### src/rtl/pipe_pkg.sv
// rtl/pipe_pkg.sv - shared constants and preset height table for the pipe height generator
package pipe_pkg;

    localparam int CW = 10;
    localparam int PIPE_SCREEN_H = 480;

    localparam logic [15:0] LFSR_TAPS = 16'hB400;
    localparam logic [15:0] LFSR_DEFAULT_SEED = 16'hACE1;

    localparam logic [CW-1:0] PRESET [8] = '{
        10'd50, 10'd100, 10'd150, 10'd110, 10'd80, 10'd130, 10'd70, 10'd120
    };

    // Table lookup with the wrap-around used by both reset fill and generation
    function automatic logic [CW-1:0] preset_at(input int i);
        return PRESET[i % 8];
    endfunction

endpackage

### src/rtl/pipe_lfsr16.sv
// rtl/pipe_lfsr16.sv - seeded 16-bit Galois LFSR with enable and synchronous load
module pipe_lfsr16
    import pipe_pkg::*;
#(
    parameter logic [15:0] SEED = LFSR_DEFAULT_SEED
) (
    input  logic        clk,
    input  logic        load,
    input  logic        en,
    output logic [15:0] q
);

    // An all-zero state would lock the register, so a zero seed falls back to the default
    localparam logic [15:0] SEED_EFF = (SEED == 16'h0000) ? LFSR_DEFAULT_SEED : SEED;

    // Load the seed or advance one Galois step
    always_ff @(posedge clk) begin
        if (load) begin
            q <= SEED_EFF;
        end else if (en) begin
            q <= q[0] ? ((q >> 1) ^ LFSR_TAPS) : (q >> 1);
        end
    end

endmodule

### src/rtl/pipe_height_gen.sv
// rtl/pipe_height_gen.sv - pipe edge generator; random heights compiled in with PIPE_HGEN_LFSR_EN
module pipe_height_gen
    import pipe_pkg::*;
#(
    parameter int          N         = 4,
    parameter int          SCREEN_H  = PIPE_SCREEN_H,
    parameter int          Y_MIN     = 40,
    parameter int          Y_MAX     = 250,
    parameter int          GAP_MAX   = 180,
    parameter int          GAP_MIN   = 100,
    parameter int          GAP_STEP  = 20,
    parameter int          LEVEL_LEN = 8,
    parameter logic [15:0] SEED      = LFSR_DEFAULT_SEED
) (
    input  logic            clk,
    input  logic            rst,
    input  logic            advance,
    input  logic            restart,
    input  logic            rand_mode,
    output logic [N*CW-1:0] y_top,
    output logic [N*CW-1:0] y_bot,
    output logic [CW-1:0]   gap_cur,
    output logic [3:0]      level,
    output logic            new_valid
);

    localparam int CNT_W = (LEVEL_LEN > 1) ? $clog2(LEVEL_LEN) : 1;

    logic [CW-1:0]    top_q [N];
    logic [CW-1:0]    bot_q [N];
    logic [2:0]       idx_q;
    logic [CNT_W-1:0] cnt_q;
    logic [CW-1:0]    new_top;
    logic             use_rand;
    logic             unused_cfg;

`ifdef PIPE_HGEN_LFSR_EN
    localparam int            RANGE = Y_MAX - Y_MIN + 1;
    localparam int            RW    = $clog2(RANGE);
    localparam logic [CW-1:0] RMASK = CW'((1 << RW) - 1);

    logic [15:0]   lfsr_q;
    logic [CW-1:0] raw;
    logic [CW-1:0] rand_off;

    pipe_lfsr16 #(.SEED(SEED)) u_lfsr (
        .clk  (clk),
        .load (rst),
        .en   (1'b1),
        .q    (lfsr_q)
    );

    // Mask to the next power of two, then one conditional subtract folds into [0, RANGE)
    always_comb begin
        raw      = lfsr_q[CW-1:0] & RMASK;
        rand_off = (raw >= CW'(RANGE)) ? (raw - CW'(RANGE)) : raw;
    end

    assign use_rand   = rand_mode;
    assign unused_cfg = &{1'b0, lfsr_q[15:CW], SCREEN_H != 0};
`else
    assign use_rand   = 1'b0;
    assign unused_cfg = &{1'b0, rand_mode, SEED[0], SCREEN_H != 0, Y_MIN != 0, Y_MAX != 0};
`endif

    // Height for the pipe entering slot N-1
    always_comb begin
        new_top = PRESET[idx_q];
`ifdef PIPE_HGEN_LFSR_EN
        if (use_rand) begin
            new_top = CW'(Y_MIN) + rand_off;
        end
`endif
    end

    // Slot shift, table index, level/gap progression and the new-pipe strobe
    always_ff @(posedge clk) begin
        if (rst || restart) begin
            for (int i = 0; i < N; i++) begin
                top_q[i] <= preset_at(i);
                bot_q[i] <= CW'(preset_at(i) + GAP_MAX);
            end
            idx_q     <= 3'(N % 8);
            cnt_q     <= '0;
            gap_cur   <= CW'(GAP_MAX);
            level     <= '0;
            new_valid <= 1'b0;
        end else begin
            new_valid <= advance;
            if (advance) begin
                for (int i = 0; i < N - 1; i++) begin
                    top_q[i] <= top_q[i+1];
                    bot_q[i] <= bot_q[i+1];
                end
                top_q[N-1] <= new_top;
                bot_q[N-1] <= new_top + gap_cur;
                if (!use_rand) begin
                    idx_q <= idx_q + 3'd1;
                end
                if (32'(cnt_q) == LEVEL_LEN - 1) begin
                    cnt_q <= '0;
                    if (gap_cur >= CW'(GAP_MIN + GAP_STEP)) begin
                        gap_cur <= gap_cur - CW'(GAP_STEP);
                    end else begin
                        gap_cur <= CW'(GAP_MIN);
                    end
                    if (level != 4'd15) begin
                        level <= level + 4'd1;
                    end
                end else begin
                    cnt_q <= cnt_q + 1'b1;
                end
            end
        end
    end

    // Flatten slot registers onto the packed output buses
    always_comb begin
        y_top = '0;
        y_bot = '0;
        for (int i = 0; i < N; i++) begin
            y_top[CW*i +: CW] = top_q[i];
            y_bot[CW*i +: CW] = bot_q[i];
        end
    end

endmodule
### config.mk
export PLATFORM = sky130hd
export DESIGN_NAME = pipe_height_gen
export DESIGN_NICKNAME = d
export VERILOG_FILES = /design/src/rtl/pipe_pkg.sv /design/src/rtl/pipe_lfsr16.sv /design/src/rtl/pipe_height_gen.sv
export SDC_FILE = /design/constraint.sdc
export NUM_CORES = 1
export LEC_CHECK = 0
export CORE_MARGIN = 3
export CORE_UTILIZATION = 48
export DETAILED_ROUTE_END_ITERATION = 10
export PLACE_DENSITY_LB_ADDON = 0.2
export SETUP_SLACK_MARGIN = 0.5
export SYNTH_ARGS = -nofsm -noshare
export SYNTH_HDL_FRONTEND = slang
export SYNTH_SLANG_ARGS = --single-unit
export TNS_END_PERCENT = 50
### constraint.sdc
create_clock -name clk -period 3.1 [get_ports clk]
set_input_delay 0.775 -clock clk [delete_from_list [all_inputs] [get_ports clk]]
set_output_delay 0.775 -clock clk [all_outputs]
set_load 0.005 [all_outputs]
# Word level (Yosys, flattened, before mapping)
# Memories as Yosys holds them, arrays and structs flattened.
# Index checks and enable logic that the tools add are counted.
[totals]
register_bits = 21
ramBits = 80
romBits = 80
inputBits = 5
output_inout_bits = 95
elab_cells = 46
n_memories = 3
[memory_table]
columns = ["name", "words", "word_bits", "rd", "rd_ports_with_merged_regs", "wr", "line", "text"]
rows = [
  ["(no name shown)", 8, 10, 1, 0, 0, "pipe_height_gen.sv:68", "new_top = PRESET[idx_q];"],
  ["bot_q", 4, 10, 4, 0, 4, "pipe_height_gen.sv:30", "logic [CW-1:0] bot_q [N];"],
  ["top_q", 4, 10, 4, 0, 4, "pipe_height_gen.sv:29", "logic [CW-1:0] top_q [N];"],
]
[classes]
n_addsub = 5
n_lt_le_gt_ge = 2
eq_ne = 2
mux = 17
bitwise = 9
reduce_logical = 3
[ops]
columns = ["op", "count"]
rows = [
  ["two-way mux 10 bit", 11],
  ["adder 10 bit", 1],
  ["greater-or-equal comparator 10 x 7 -> 1 bit, second input constant", 1],
  ["subtractor 10 x 5 -> 10 bit, second input constant", 1],
  ["bitwise OR 1 bit", 8],
  ["adder 3 x 1 -> 3 bit, second input constant", 2],
  ["two-way mux 1 bit", 5],
  ["adder 4 x 1 -> 4 bit, second input constant", 1],
  ["greater-or-equal comparator 4 bit, second input constant", 1],
  ["!= test 4 bit, second input constant", 1],
  ["NOT 3 -> 4 bit", 1],
  ["equality test 3 bit, second input constant", 1],
  ["two-way mux 3 bit", 1],
  ["AND reduction 3 bit", 1],
  ["AND reduction 2 bit", 1],
  ["logical OR 1 bit", 1],
]

# Depth between registers and ports, before layout
[logic_depth]
depth_word = 6
mapped_depth = 9
depth_no_buf = 9

# Worst setup path before layout
# No wires, ideal clock.
[synth_timing]
path_kind = "reg2reg"
from = "reg idx_q[2]"
to = "mem bot_q[3][8], data pin"
setup_time_ns = 0.254
arrival_time_ns = 2.215
t_required_ns = 2.846
path_slack_ns = 0.631
stages_incl_launch_ff = 10
path_buffers = 1
period_less_slack_ns = 2.469
cell_sequence = "dfxtp_1 -> clkbuf_1 -> inv_1 -> ha_1 -> or2_2 -> ha_1 -> a211o_1 -> a21o_1 -> a21o_1 -> a21o_1"
[synth_rtl]
columns = ["element", "line", "text"]
rows = [
  ["from (decl)", "pipe_height_gen.sv:31", "logic [2:0] idx_q;"],
  ["from (signal assigned)", "pipe_height_gen.sv:83", "idx_q <= 3'(N % 8);"],
  ["from (signal assigned)", "pipe_height_gen.sv:98", "idx_q <= idx_q + 3'd1;"],
  ["to (decl)", "pipe_height_gen.sv:30", ""],
]

==> flow_summary_export.csv <==
group,metric,value,unit
final_layout,antenna_cells,0,
clock_tree,insertion_delay,0.35,ns
drt,wl_per_cell,13.4,µm
global_route,antenna_found_initial,0,
clock_tree,cts_max_path_buffers,2,
final_layout,drive_gt1_share,7.87,%
logic_synthesis,netlist_instances,297,
worst_setup_path,crit_chain,"inv_1 -> ha_1 -> a21oi_1 -> ha_1 -> o21a_1 -> o31a_1 -> or3_1 -> nand3_1",
place,portBuffers,80,
clock_tree,tritoncts,"done",
run,cap_violations,0,
floorplanning,die_h,93.5,µm
logic_synthesis,yosys_warnings,0,
drt,firstDrtPassIters,4,
drt,drcViolationCount,0,
drt,ant_nets,0,
clock_tree,cts_buffers,9,
timing,hold_viol_final,0,
logic_synthesis,ys_types,46,
clock_tree,cts-resized-gates,0,
worst_setup_path,critPathArrivalTime,2.66,ns
logic_synthesis,ys_top_cells_by_area,"edfxtp_1 (49%), dfxtp_1 (10%), ha_1 (6.1%), buf_4 (4.7%), and2_1 (4.6%)",
timing,fin_tns_setup,0,ns
worst_setup_path,crit_type,"flop to flop",
clock_tree,postCtsSetupBuffers,0,
floorplanning,core-area,7330,µm²
final_layout,final_core_util,64.3,%
hold_path,min_path_type,"flop to flop",
logic_synthesis,post-synth-top-area-cell,"edfxtp_1",
drt,drt-total-wl,6440,µm
logic_synthesis,synthMostInstantiatedCell,"edfxtp_1",
hold_path,min_to,"gap_cur[9]",
power,p_total,2.21,mW
worst_setup_path,end_kind,"flop",
worst_setup_path,reg2reg_from,"idx_q[0]",
worst_setup_path,critPathMostFrequentCell,"ha_1",
clock_tree,clk_pin_slew_worst_paths,0.08,ns
power,ir_drop,203,µV
power,power_density,468,nW/µm²
floorplanning,start_util,50.1,%
floorplanning,ioPinCount,100,
worst_setup_path,ff2ff_path_depth,8,
worst_setup_path,cpPeakStageDelay,0.41,ns
worst_setup_path,cp.required,3.31,ns
timing,min_period,2.45,ns
logic_synthesis,syn_area_per_cell,12.4,µm²
floorplanning,die-area,8740,µm²
floorplanning,num_rows,31,
logic_synthesis,synth-seq-cells,79,
global_route,grt_use_total,15.3,%
power,p_int,1.73,mW
clock_tree,cts_hold_buf,0,
drt,first_iter_violations,111,
logic_synthesis,synth_enable_flop_cells,60,
timing,fmax,408,MHz
worst_setup_path,critPathMaxFanout,7,
place,dp_hpwl,4530,µm
power,p_comb_share,8.0,%
place,place_congestion,0.871,
timing,drv_slew,0,
logic_synthesis,synth_common_cells,"edfxtp_1 (60), and2_1 (27), nand2b_1 (24), buf_4 (23)",
timing,clock_skew,0.00514,ns
worst_setup_path,worstSetupStartpointType,"flop",
hold_path,min-delay-start,"gap_cur[9]",
worst_setup_path,rrSetupSlack,0.65,ns
timing,period_share,79.2,%
worst_setup_path,critical-path-slowest-cell,"dfxtp_2",
timing,slew_headroom,51.5,%
global_route,grt_first_pass_wirelength,10200,µm
global_route,grt_pass1_vias,2180,
logic_synthesis,syn_area,3670,µm²
hold_path,hold_depth,1,
power,power.sequential.fraction,53.9,%
clock_tree,cts-htree-levels,3,
drt,viasPerCell,4.86,
run_status,status,"complete, no violations",
global_route,grt_overflow_total,0,
timing,worst-slew-pin-transition,0.728,ns
power,clkPwrFrac,38.1,%
timing,rsz0062_at_grt,"false",
logic_synthesis,synth.top_cell.area_share,49.1,%
power,switchingPower,0.478,mW
worst_setup_path,rr_endpoint,"bot_q[3][7]",
timing,final-setup-viol-count,0,
global_route,grt_max_degree,61,
drt,vias,2333,
power,sw_frac_of_total,21.6,%
logic_synthesis,yosys_most_used_dff,"edfxtp_1",
clock_tree,cts-root-buf,"clkbuf_8",
final_layout,fin_nets,400,
final_layout,area_growth,28.4,%
clock_tree,cts.sinks,79,
logic_synthesis,yosysSeqAreaShare,59.4,%
power,power_leakage,1.79,nW
floorplanning,die_w,93.5,µm
logic_synthesis,synth-async-reset-ratio,0,%
[how the worst max path moves through the flow]
| stage | to | from | slack (ns) | cells after the start |
|---|---|---|---|---|
| 2_1_floorplan | bot_q[3][8] | idx_q[2] | 0.63 | 9 |
| 3_3_place_gp | bot_q[3][8] | idx_q[2] | 0.58 | 8 |
| 3_5_place_dp | bot_q[3][8] | idx_q[0] | 0.56 | 8 |
| 4_1_cts | bot_q[3][8] | idx_q[0] | 0.53 | 8 |
| 5_1_grt | bot_q[3][9] | idx_q[0] | 0.51 | 8 |
| 6_report | bot_q[3][7] | idx_q[0] | 0.65 | 8 |
[layer usage]
metal	up-vias	global-route usage, %	wire length (µm)
met2	89	25.8	3240
met3	16	3.38	434
li1	1143	-	-
met5	-	0	0
met4	0	8.18	157
met1	1085	18.0	2610
[critical path: cells and delay by family (launching register included)]
kind                     cells  cell delay, ns
buffers and inverters        1            0.11
flip-flops                   1            0.41
AO/OA/AOI/OAI                3            0.66
AND/OR/NAND/NOR              2            0.48
adder cells (fa/ha/maj)      2            0.67
[per-stage QoR]
step | cells | setup WS, ns | hold slack (ns) | cell area, µm²
floorplan | 314 | 0.631 | 0.465 | 3740
global placement | 464 | 0.580 | 0.481 | 4480
detailed placement | 464 | 0.557 | 0.513 | 4480
CTS | 480 | 0.526 | 0.527 | 4700
global route | 480 | 0.512 | 0.550 | 4720
finish | 480 | 0.646 | 0.528 | 4720
[flip-flops by register name (all words and copies together), names as in the netlist]
name / flops
bot_q: 35
top_q: 25
gap_cur: 8
level: 4
cnt_q: 3
idx_q: 3
new_valid: 1
[power by group through the flow]
stage / Combinational, mW / Sequential [mW] / Clock [mW]
final: 0.176 / 1.19 / 0.842
after global routing: 0.193 / 1.20 / 0.900
after CTS: 0.178 / 1.19 / 0.859
after detailed placement: 0.177 / 1.22 / 0
after global placement: 0.173 / 1.21 / 0
after floorplan: 0.0940 / 1.22 / 0
[cell type report]
class / instances / area (µm²)
Fill cell: 563 / 2620
Sequential cell: 79 / 2190
Multi-Input combinational cell: 195 / 1320
Timing Repair Buffer: 83 / 836
Clock buffer: 10 / 128
Tap cell: 99 / 124
Clock inverter: 6 / 92.6
Inverter: 8 / 30.0
[logic make-up (layout without fill, tap and decap cells)]
| logic type | Yosys count | after routing | share of synthesized area (%) |
|---|---|---|---|
| and+or+nand+nor | 108 | 108 | 16.7 |
| other | 2 | 19 | 0.205 |
| buffers and inverters | 40 | 107 | 6.71 |
| muxes | 8 | 8 | 2.21 |
| DFF | 79 | 79 | 59.4 |
| xor gates and xnor gates | 11 | 11 | 2.62 |
| AOI/OAI and AO/OA | 30 | 30 | 5.45 |
| adders and majority gates | 19 | 19 | 6.68 |
[cell usage in the layout, fill, tap and decap left out, drive strengths merged, types with 2 or more instances in the layout]
cell and n:
clkdlybuf4s50 80, nand3 4, mux2i 7, inv 9
bufinv 2, xnor2 7, nand2 13, nor2 20
or2 2, conb 19, o21a 2, a21oi 6
edfxtp 60, and3 2, a21o 3, clkbuf 10
o21ai 7, clkinvlp 2, dfxtp 19, buf 3
a211o 2, or3 2, nor2b 3, nor3 6
o2111ai 2, a31oi 2, and2 28, nand2b 24
xor2 4, ha 18
No activity file was read; power rests on OpenSTA's default activity.
